## config.mk

```make
export PLATFORM = sky130hd
export DESIGN_NAME = sliding_window_sum
export DESIGN_NICKNAME = d
export VERILOG_FILES = /design/src/rtl/sliding_sum_pkg.sv /design/src/rtl/window_delay_buf.sv /design/src/rtl/sliding_window_sum.sv
export SDC_FILE = /design/constraint.sdc
export NUM_CORES = 1
export LEC_CHECK = 0
export CAP_MARGIN = 40
export CORE_AREA = 2 2 115 117
export CTS_CLUSTER_SIZE = 30
export DETAILED_ROUTE_END_ITERATION = 7
export DIE_AREA = 0 0 117 119
export PLACE_DENSITY = 0.73
export SLEW_MARGIN = 20
export SYNTH_ARGS = -nofsm -noshare
export SYNTH_HDL_FRONTEND = slang
export SYNTH_HIERARCHICAL = 1
export SYNTH_SLANG_ARGS = --single-unit
```

## constraint.sdc

```tcl
create_clock -name clk -period 9.4 [get_ports clk]
set_input_delay 1.88 -clock clk [delete_from_list [all_inputs] [get_ports clk]]
set_output_delay 1.88 -clock clk [all_outputs]
set_load 0.1 [all_outputs]
```

## src/rtl/sliding_sum_pkg.sv

```systemverilog
// Shared defaults and helpers for the sliding-window sum block.
// Optional overflow flag is enabled by defining SLIDING_SUM_OVF_EN.
package sliding_sum_pkg;

    localparam int DEF_DATA_W = 13;
    localparam int DEF_SUM_W  = 16;
    localparam int DEF_WIN    = 5;
    localparam int DEF_PTR_W  = 4;
    localparam int WIN_MAX    = 16;

    // Ceiling log2 usable in constant expressions; clog2(1) == 0.
    function automatic int clog2(input int value);
        int result;
        int rem;
        result = 0;
        rem    = value - 1;
        while (rem > 0) begin
            result = result + 1;
            rem    = rem >> 1;
        end
        return result;
    endfunction

endpackage

```

## src/rtl/window_delay_buf.sv

```systemverilog
// Circular delay line of WIN samples with its own wrap-around write pointer.
// The read port shows the entry at the write pointer, i.e. the sample written
// WIN writes ago, before this cycle's write replaces it.
module window_delay_buf
    import sliding_sum_pkg::*;
#(
    parameter int DATA_W = DEF_DATA_W,
    parameter int WIN    = DEF_WIN,
    parameter int PTR_W  = DEF_PTR_W
) (
    input  logic              clk,
    input  logic              rst_n,
    input  logic              we,
    input  logic              restart,
    input  logic [DATA_W-1:0] wdata,
    output logic [DATA_W-1:0] rdata,
    output logic [PTR_W-1:0]  wptr
);

    localparam int              AW      = clog2(WIN);
    localparam int              DEPTH   = 1 << AW;
    localparam logic [PTR_W-1:0] PTR_LAST = PTR_W'(WIN - 1);
    localparam logic [PTR_W-1:0] PTR_ONE  = PTR_W'(1);

    logic [DATA_W-1:0] mem [DEPTH];
    logic [PTR_W-1:0]  wr_addr;
    logic [PTR_W-1:0]  ptr_inc;

    // A restart always writes slot 0; otherwise write at the running pointer.
    assign wr_addr = restart ? '0 : wptr;
    assign ptr_inc = (wr_addr == PTR_LAST) ? '0 : wr_addr + PTR_ONE;

    // Read the oldest sample before this cycle's write lands.
    assign rdata = mem[wptr[AW-1:0]];

    // Write pointer: wraps at WIN-1, reset to slot 0.
    always_ff @(posedge clk) begin
        // NOTE: sequential state uses non-blocking assignments so every flop samples pre-edge values.
        if (!rst_n) begin
            wptr <= '0;
        end else if (we) begin
            wptr <= ptr_inc;
        end
    end

    // Sample storage; contents are qualified by the fill count in the parent.
    always_ff @(posedge clk) begin
        // NOTE: the storage array has no reset; stale entries are never read before being rewritten.
        if (we) begin
            mem[wr_addr[AW-1:0]] <= wdata;
        end
    end

endmodule

```

## src/rtl/sliding_window_sum.sv

```systemverilog
// Running sum over the last WIN accepted samples (box-filter row/column sum).
// Define SLIDING_SUM_OVF_EN to add the sticky ovf output.
module sliding_window_sum
    import sliding_sum_pkg::*;
#(
    parameter int DATA_W = DEF_DATA_W,
    parameter int SUM_W  = DEF_SUM_W,
    parameter int WIN    = DEF_WIN,
    parameter int PTR_W  = DEF_PTR_W
) (
    input  logic              clk,
    input  logic              rst_n,
    input  logic              en,
    input  logic              sol,
    input  logic [DATA_W-1:0] data_in,
    output logic [SUM_W-1:0]  sum_out,
    output logic              sum_valid,
    output logic [PTR_W:0]    fill
`ifdef SLIDING_SUM_OVF_EN
    ,
    output logic              ovf
`endif
);

    localparam logic [PTR_W:0] FILL_WIN = (PTR_W + 1)'(WIN);
    localparam logic [PTR_W:0] FILL_ONE = (PTR_W + 1)'(1);

    logic [DATA_W-1:0] old_sample;
    logic [PTR_W-1:0]  wptr;
    logic              restart;
    logic              full;
    logic [SUM_W:0]    data_ext;
    logic [SUM_W:0]    old_ext;
    logic [SUM_W:0]    add_res;
    logic [SUM_W:0]    sum_nxt;
    logic              unused_msb;

    // An empty window (after reset) is restarted exactly like a start of line.
    assign restart  = en && (sol || (fill == '0));
    assign full     = (fill == FILL_WIN);
    assign data_ext = (SUM_W + 1)'(data_in);
    assign old_ext  = (SUM_W + 1)'(old_sample);
    assign add_res  = {1'b0, sum_out} + data_ext;

    window_delay_buf #(
        .DATA_W (DATA_W),
        .WIN    (WIN),
        .PTR_W  (PTR_W)
    ) u_buf (
        .clk     (clk),
        .rst_n   (rst_n),
        .we      (en),
        .restart (restart),
        .wdata   (data_in),
        .rdata   (old_sample),
        .wptr    (wptr)
    );

    // Next sum for a continuing window: add new sample, drop the oldest once full.
    always_comb begin
        // NOTE: default assignment first so no path leaves sum_nxt unassigned (no latch).
        sum_nxt = add_res;
        if (full) begin
            sum_nxt = add_res - old_ext;
        end
    end

    // The carry out of the window result is not needed once truncated.
    assign unused_msb = sum_nxt[SUM_W] ^ (^wptr);

    // Sum, fill count and valid pulse.
    always_ff @(posedge clk) begin
        if (!rst_n) begin
            sum_out   <= '0;
            sum_valid <= 1'b0;
            fill      <= '0;
        end else if (!en) begin
            sum_valid <= 1'b0;
        end else if (restart) begin
            sum_out   <= SUM_W'(data_in);
            fill      <= FILL_ONE;
            sum_valid <= (WIN == 1);
        end else if (!full) begin
            sum_out   <= sum_nxt[SUM_W-1:0];
            fill      <= fill + FILL_ONE;
            sum_valid <= ((fill + FILL_ONE) == FILL_WIN);
        end else begin
            sum_out   <= sum_nxt[SUM_W-1:0];
            sum_valid <= 1'b1;
        end
    end

`ifdef SLIDING_SUM_OVF_EN
    // Sticky overflow of the pre-subtraction add; a new line clears it.
    always_ff @(posedge clk) begin
        if (!rst_n) begin
            ovf <= 1'b0;
        end else if (en) begin
            if (restart && sol) begin
                ovf <= 1'b0;
            end else if (!restart && add_res[SUM_W]) begin
                ovf <= 1'b1;
            end
        end
    end
`endif

endmodule

```

**After elaboration in Yosys (flattened, before gate mapping)**

Memories as Yosys holds them, arrays and structs flattened. A register that Yosys moved wholly into a read port is not among the register bits.
Index checks and enable logic that the tools add are counted.

- Bits in read-only memories: 0
- Memories: 1
- Bits in registers: 26
- Latch bits: 0
- Memory bits (writable): 104
- Bits of input ports: 17

Memories:

| memory | words | width | rd ports | clocked after Yosys merged registers in | write ports | line | source |
|---|---|---|---|---|---|---|---|
| u_buf.mem | 8 | 13 | 1 | 1 | 1 | window_delay_buf.sv:25 | `logic [DATA_W-1:0] mem [DEPTH];` |

- Multiply operators: 0
- Shift operators: 0
- Div/mod/pow operators: 0
- Reduce and logical (&&, ||, !) cells: 5
- Eq/ne operators: 4
- Muxes and demuxes: 11
- Add/sub/neg operators: 4
- Magnitude comparators: 0
- Bitwise operators: 2

Operators by type and width:

| cell | number |
|---|---|
| $mux W16 | 2 |
| $add A16 B13 Y16 | 1 |
| $sub A16 B13 Y16 | 1 |
| $eq A5 B3 Y1 const B | 2 |
| $mux W5 | 2 |
| $mux W4 | 2 |
| $mux W3 | 2 |
| $add A5 B1 Y5 const B | 1 |
| $logic_not A5 Y1 | 1 |
| $add A4 B1 Y4 const B | 1 |
| $eq A4 B3 Y1 const B | 1 |
| $mux W1 | 3 |
| $reduce_or A3 Y1 | 1 |
| $ne A2 B1 Y1 const B | 1 |
| $not A1 Y1 | 2 |
| $reduce_and A2 Y1 | 1 |
| $logic_and A1 B1 Y1 | 1 |
| $logic_or A1 B1 Y1 | 1 |

**Depth between registers and ports, before layout**

- Depth in word-level cells: 8
- Gate-level depth with buffers: 17
- Gate-level depth less buffers: 17

**By module**

The synthesis kept the hierarchy.

By module, submodules not included:

| module | area an instance (sq um) | instances | cells each |
|---|---|---|---|
| window_delay_buf | 4339.2 | 1 | 194 |
| sliding_window_sum | 2444.8 | 1 | 325 |

**Worst setup path after synthesis**

OpenSTA, ideal clock, no wires.

- Path type: input -> register
- Start point: in data_in[0]
- End point: reg sum_out[15]
- Data arrival time: 5.119 ns
- Library setup time: 0.122 ns
- Path buffers: 0
- Slack: 4.159 ns
- Cell stages on the path: 15
- Cell sequence: ha_1 > fa_1 > a211oi_1 > o21bai_1 > a21oi_1 > o21bai_1 > a21oi_1 > xnor2_1 > ha_1 > and4_1 > a211oi_2 > or3_1 > a211o_1 > nor4bb_1 > a311o_1

- Cells in the longest elaborated chain, start to end: 4

RTL lines:

| element | line | source |
|---|---|---|
| from (decl) | sliding_window_sum.sv:15 | `input logic [DATA_W-1:0] data_in,` |
| $add A16 B13 Y16 (*) | sliding_window_sum.sv:43 | `assign add_res = {1'b0, sum_out} + data_ext;` |
| $sub A16 B13 Y16 | sliding_window_sum.sv:64 | `sum_nxt = add_res - old_ext;` |
| $mux W16 (*) | sliding_window_sum.sv:63 | `if (full) begin` |
| $mux W16 (*) | sliding_window_sum.sv:79 | `end else if (restart) begin` |
| to (signal assigned) | sliding_window_sum.sv:80 | `sum_out <= SUM_W'(data_in);` |
| to (signal assigned) | sliding_window_sum.sv:84 | `sum_out <= sum_nxt[SUM_W-1:0];` |
| to (signal assigned) | sliding_window_sum.sv:88 | `sum_out <= sum_nxt[SUM_W-1:0];` |
| to (decl) | sliding_window_sum.sv:16 | `output logic [SUM_W-1:0] sum_out,` |

Mark *: on every way between the ends. The rest lies on a longest branch, timed or not.
A chain may end at the register's enable or synchronous reset.

**Worst setup path in the final report**

Same ends and word-level chain as after synthesis.

==> impl_metrics.json <==
{
  "status": "finished clean",
  "initial_util_pct": 52.7,
  "worst_clock_skew_ns": 0.00739,
  "i_o_pins": 39,
  "grt_max_degree": 32,
  "syn_inst": 519,
  "tightest_slew_ns": 0.844,
  "grt_setup_unrepaired": "no",
  "post_cts_resize_count": 0,
  "crit_path_start": "data_in[0]",
  "core_mm2": 0.0129,
  "finalHoldWorstSlack_ns": 0.517,
  "die_width_um": 117,
  "cts_max_path_buffers": 2,
  "tritoncts.num_buffers": 17,
  "drt_iter0_drc": 393,
  "postSynthAreaPerCell_um2": 13.1,
  "post-cts-setup-buffer-count": 0,
  "synth-async-reset-ratio_pct": 0,
  "detail_route.vias_per_cell": 5.98,
  "cts_max_level": 4,
  "timing.critical_path.fanout_max": 10,
  "cp-start-kind": "input pin",
  "yosys-mux-area-fraction_pct": 12.3,
  "irDropWorstVdd_v": 0.000149,
  "reg2reg_slack_ns": 5.37,
  "post_synth_most_frequent_cells": "edfxtp_1 (104), nand2_1 (39), a21oi_1 (35)",
  "cts.reportedPaths.clkPinSlew_ns": 0.06,
  "ys.warnings.count": 6,
  "place.detailed.hpwl_um": 10900,
  "critical_path_required_ns": 9.70,
  "grt_antenna_before_repair": 0,
  "finalSetupTns_ns": 0,
  "end_kind": "register",
  "drcViolationCount": 0,
  "cts_sinks": 133,
  "achievable-frequency_ghz": 0.171,
  "synth_fa_ha_area_share_pct": 6.31,
  "compound_gate_fraction_of_synth_area_pct": 11.5,
  "worst_hold_path.endpoint": "sum_out[5]$_SDFFE_PN0P_",
  "postRouteAntennaNets": 0,
  "min_period_ns": 5.83,
  "placement_rows": 42,
  "route.vias.total": 4654,
  "synth_top_cells_by_area": "edfxtp_1 (46%), mux4_1 (9.3%), dfxtp_1 (8.6%)",
  "hold_buffers": 0,
  "layout.nets": 639,
  "timing.critical_path.arrival_ns": 6.14,
  "gr-total-overflow": 0,
  "synth_to_final_area_change_pct": 24.3,
  "gpl.final_weighted_congestion": 0.925,
  "firstDrtPassIters": 5,
  "post-synth-top-area-fraction_pct": 46.0,
  "synth_top_family_by_area": "multiplexers",
  "postRouteWirelength_um": 16300,
  "finalHoldViolations": 0,
  "synth-edff-count": 104,
  "max_cap_violations": 0,
  "clock_insertion_delay_worst_skew_ns": 0.42,
  "synth_top_area_cell": "edfxtp_1",
  "hold_start": "sum_out[5]$_SDFFE_PN0P_",
  "worst-r2r-cell-count": 15,
  "slew_headroom_pct": 43.3,
  "maxSlewViolCount": 0,
  "placement.io_buffers": 38,
  "die_height_um": 119,
  "yosysSeqAreaShare_pct": 54.6,
  "min_path_cells": 2,
  "min-delay-path-class": "reg2reg",
  "synthMostInstantiatedCell": "edfxtp_1",
  "route.detailed.wl_per_inst_um": 21.0,
  "crit-reg2reg-launch": "sum_out[0]$_SDFFE_PN0P_",
  "layout-drive-gt1-share_pct": 15.4,
  "cts_root_buf": "clkbuf_16",
  "cts_tree": "yes",
  "reg2reg_to": "sum_out[15]$_SDFFE_PN0P_",
  "track_usage_pct": 24.9,
  "path_class": "in2reg",
  "post_synth_instance_area_mm2": 0.00678,
  "finalInstanceArea_mm2": 0.00843,
  "cellPowerDensity_mw_per_mm2": 199,
  "synth_cell_type_count": 64,
  "synthesis.nets": 569,
  "design.die.area_mm2": 0.0139,
  "grt_pass1_wl_um": 25300,
  "period_share_pct": 62.1,
  "postPlaceCellArea_mm2": 0.00775,
  "pleak_uw": 0.00304,
  "synthSimpleGateAreaFrac_pct": 9.04,
  "n_antenna_cell": 0,
  "synth-seq-cells": 133,
  "synth_top_flop_cell": "edfxtp_1",
  "post_synth_xor_area_fraction_pct": 3.10,
  "first_global_vias": 4662,
  "count_of_final_setup_violators": 0
}
==> power breakdown <==
group / total (µW) / leakage (µW) / switching, µW / internal, µW
clock network: 723 / 0.000307 / 251 / 472
logic: 301 / 0.00155 / 177 / 124
registers: 657 / 0.00118 / 10.4 / 647
total: 1680 / 0.00304 / 438 / 1240
==> cells in the final DEF, fill, tap and decap left out, types with 3 or more instances in the layout <==
cell and count:
a211oi_1 10, a21o_1 7, a21oi_1 35, a311oi_1 4
a31oi_1 4, and3_1 3, and4_1 3, buf_4 8
buf_8 26, bufinv_16 5, clkbuf_16 17, clkdlybuf4s50_1 38
clkinvlp_4 3, dfxtp_1 29, edfxtp_1 104, ha_1 31
inv_1 26, mux2_2 13, mux4_1 24, nand2_1 39
nand2b_1 3, nand3_1 14, nand4b_1 4, nor2_1 27
nor2b_1 5, nor3_1 4, nor4_1 3, o211ai_1 10
o21a_1 3, o21ai_0 7, o21ai_1 9, o21bai_1 5
xnor2_1 17, xor2_1 7
==> critical path: stages <==
cell,delay (ns)
clkdlybuf4s50_1,0.57
ha_1,0.31
fa_1,0.43
a211oi_1,0.30
o21bai_1,0.16
a21oi_1,0.24
xnor2_1,0.13
ha_1,0.37
o211ai_1,0.11
nand2_1,0.13
and4_1,0.25
a211oi_2,0.09
or3_1,0.35
a211o_1,0.33
nor4bb_1,0.14
a311o_1,0.33
==> metal layers <==
layer	track usage [%]	up-vias	part of all wire (%)
met2	39.7	159	50
met1	33.9	2312	43
li1	-	2164	-
met5	0	-	0
met3	5.14	19	5.8
met4	8.46	0	1.4
==> stage by stage <==
step | worst slack (ns) | cells | power, µW | util [%]
after floorplan | 4.16 | 519 | 878 | -
after global placement | 3.24 | 718 | 943 | 57.1
after detailed placement | 3.18 | 744 | 964 | 60.2
after CTS | 3.59 | 776 | 1690 | 65.3
after global routing | 3.35 | 778 | 1740 | 65.5
final | 3.57 | 778 | 1680 | 65.5
==> registers in the layout, indices dropped and copies added, names as in the netlist, named ones only <==
signal      cells
u_buf/mem     104
sum_valid       1
sum_out        16
u_buf/wptr      4
fill            5
==> kinds of logic after synthesis <==
kind of cell / after synthesis
mux: 40
compound gates: 116
fa+ha+maj: 33
flops: 133
simple gates: 123
buf+inv: 50
xor+xnor: 24
==> cell type report <==
class | instances | area, µm²
clock buffers | 17 | 425
clock inverters | 15 | 226
fillers | 935 | 4440
inverters | 27 | 101
multi-input cells | 336 | 2890
flip-flops and latches | 133 | 3700
well taps | 176 | 220
repair buffers | 74 | 870
==> worst max-delay path by stage <==
stage | cells after the start | endpoint
floorplan | 15 | sum_out[15]$_SDFFE_PN0P_
global placement | 16 | sum_out[15]$_SDFFE_PN0P_
detailed placement | 16 | sum_out[15]$_SDFFE_PN0P_
CTS | 16 | sum_out[15]$_SDFFE_PN0P_
global route | 16 | sum_out[15]$_SDFFE_PN0P_
finish | 16 | sum_out[15]$_SDFFE_PN0P_
No activity file was read; power rests on OpenSTA's default activity.
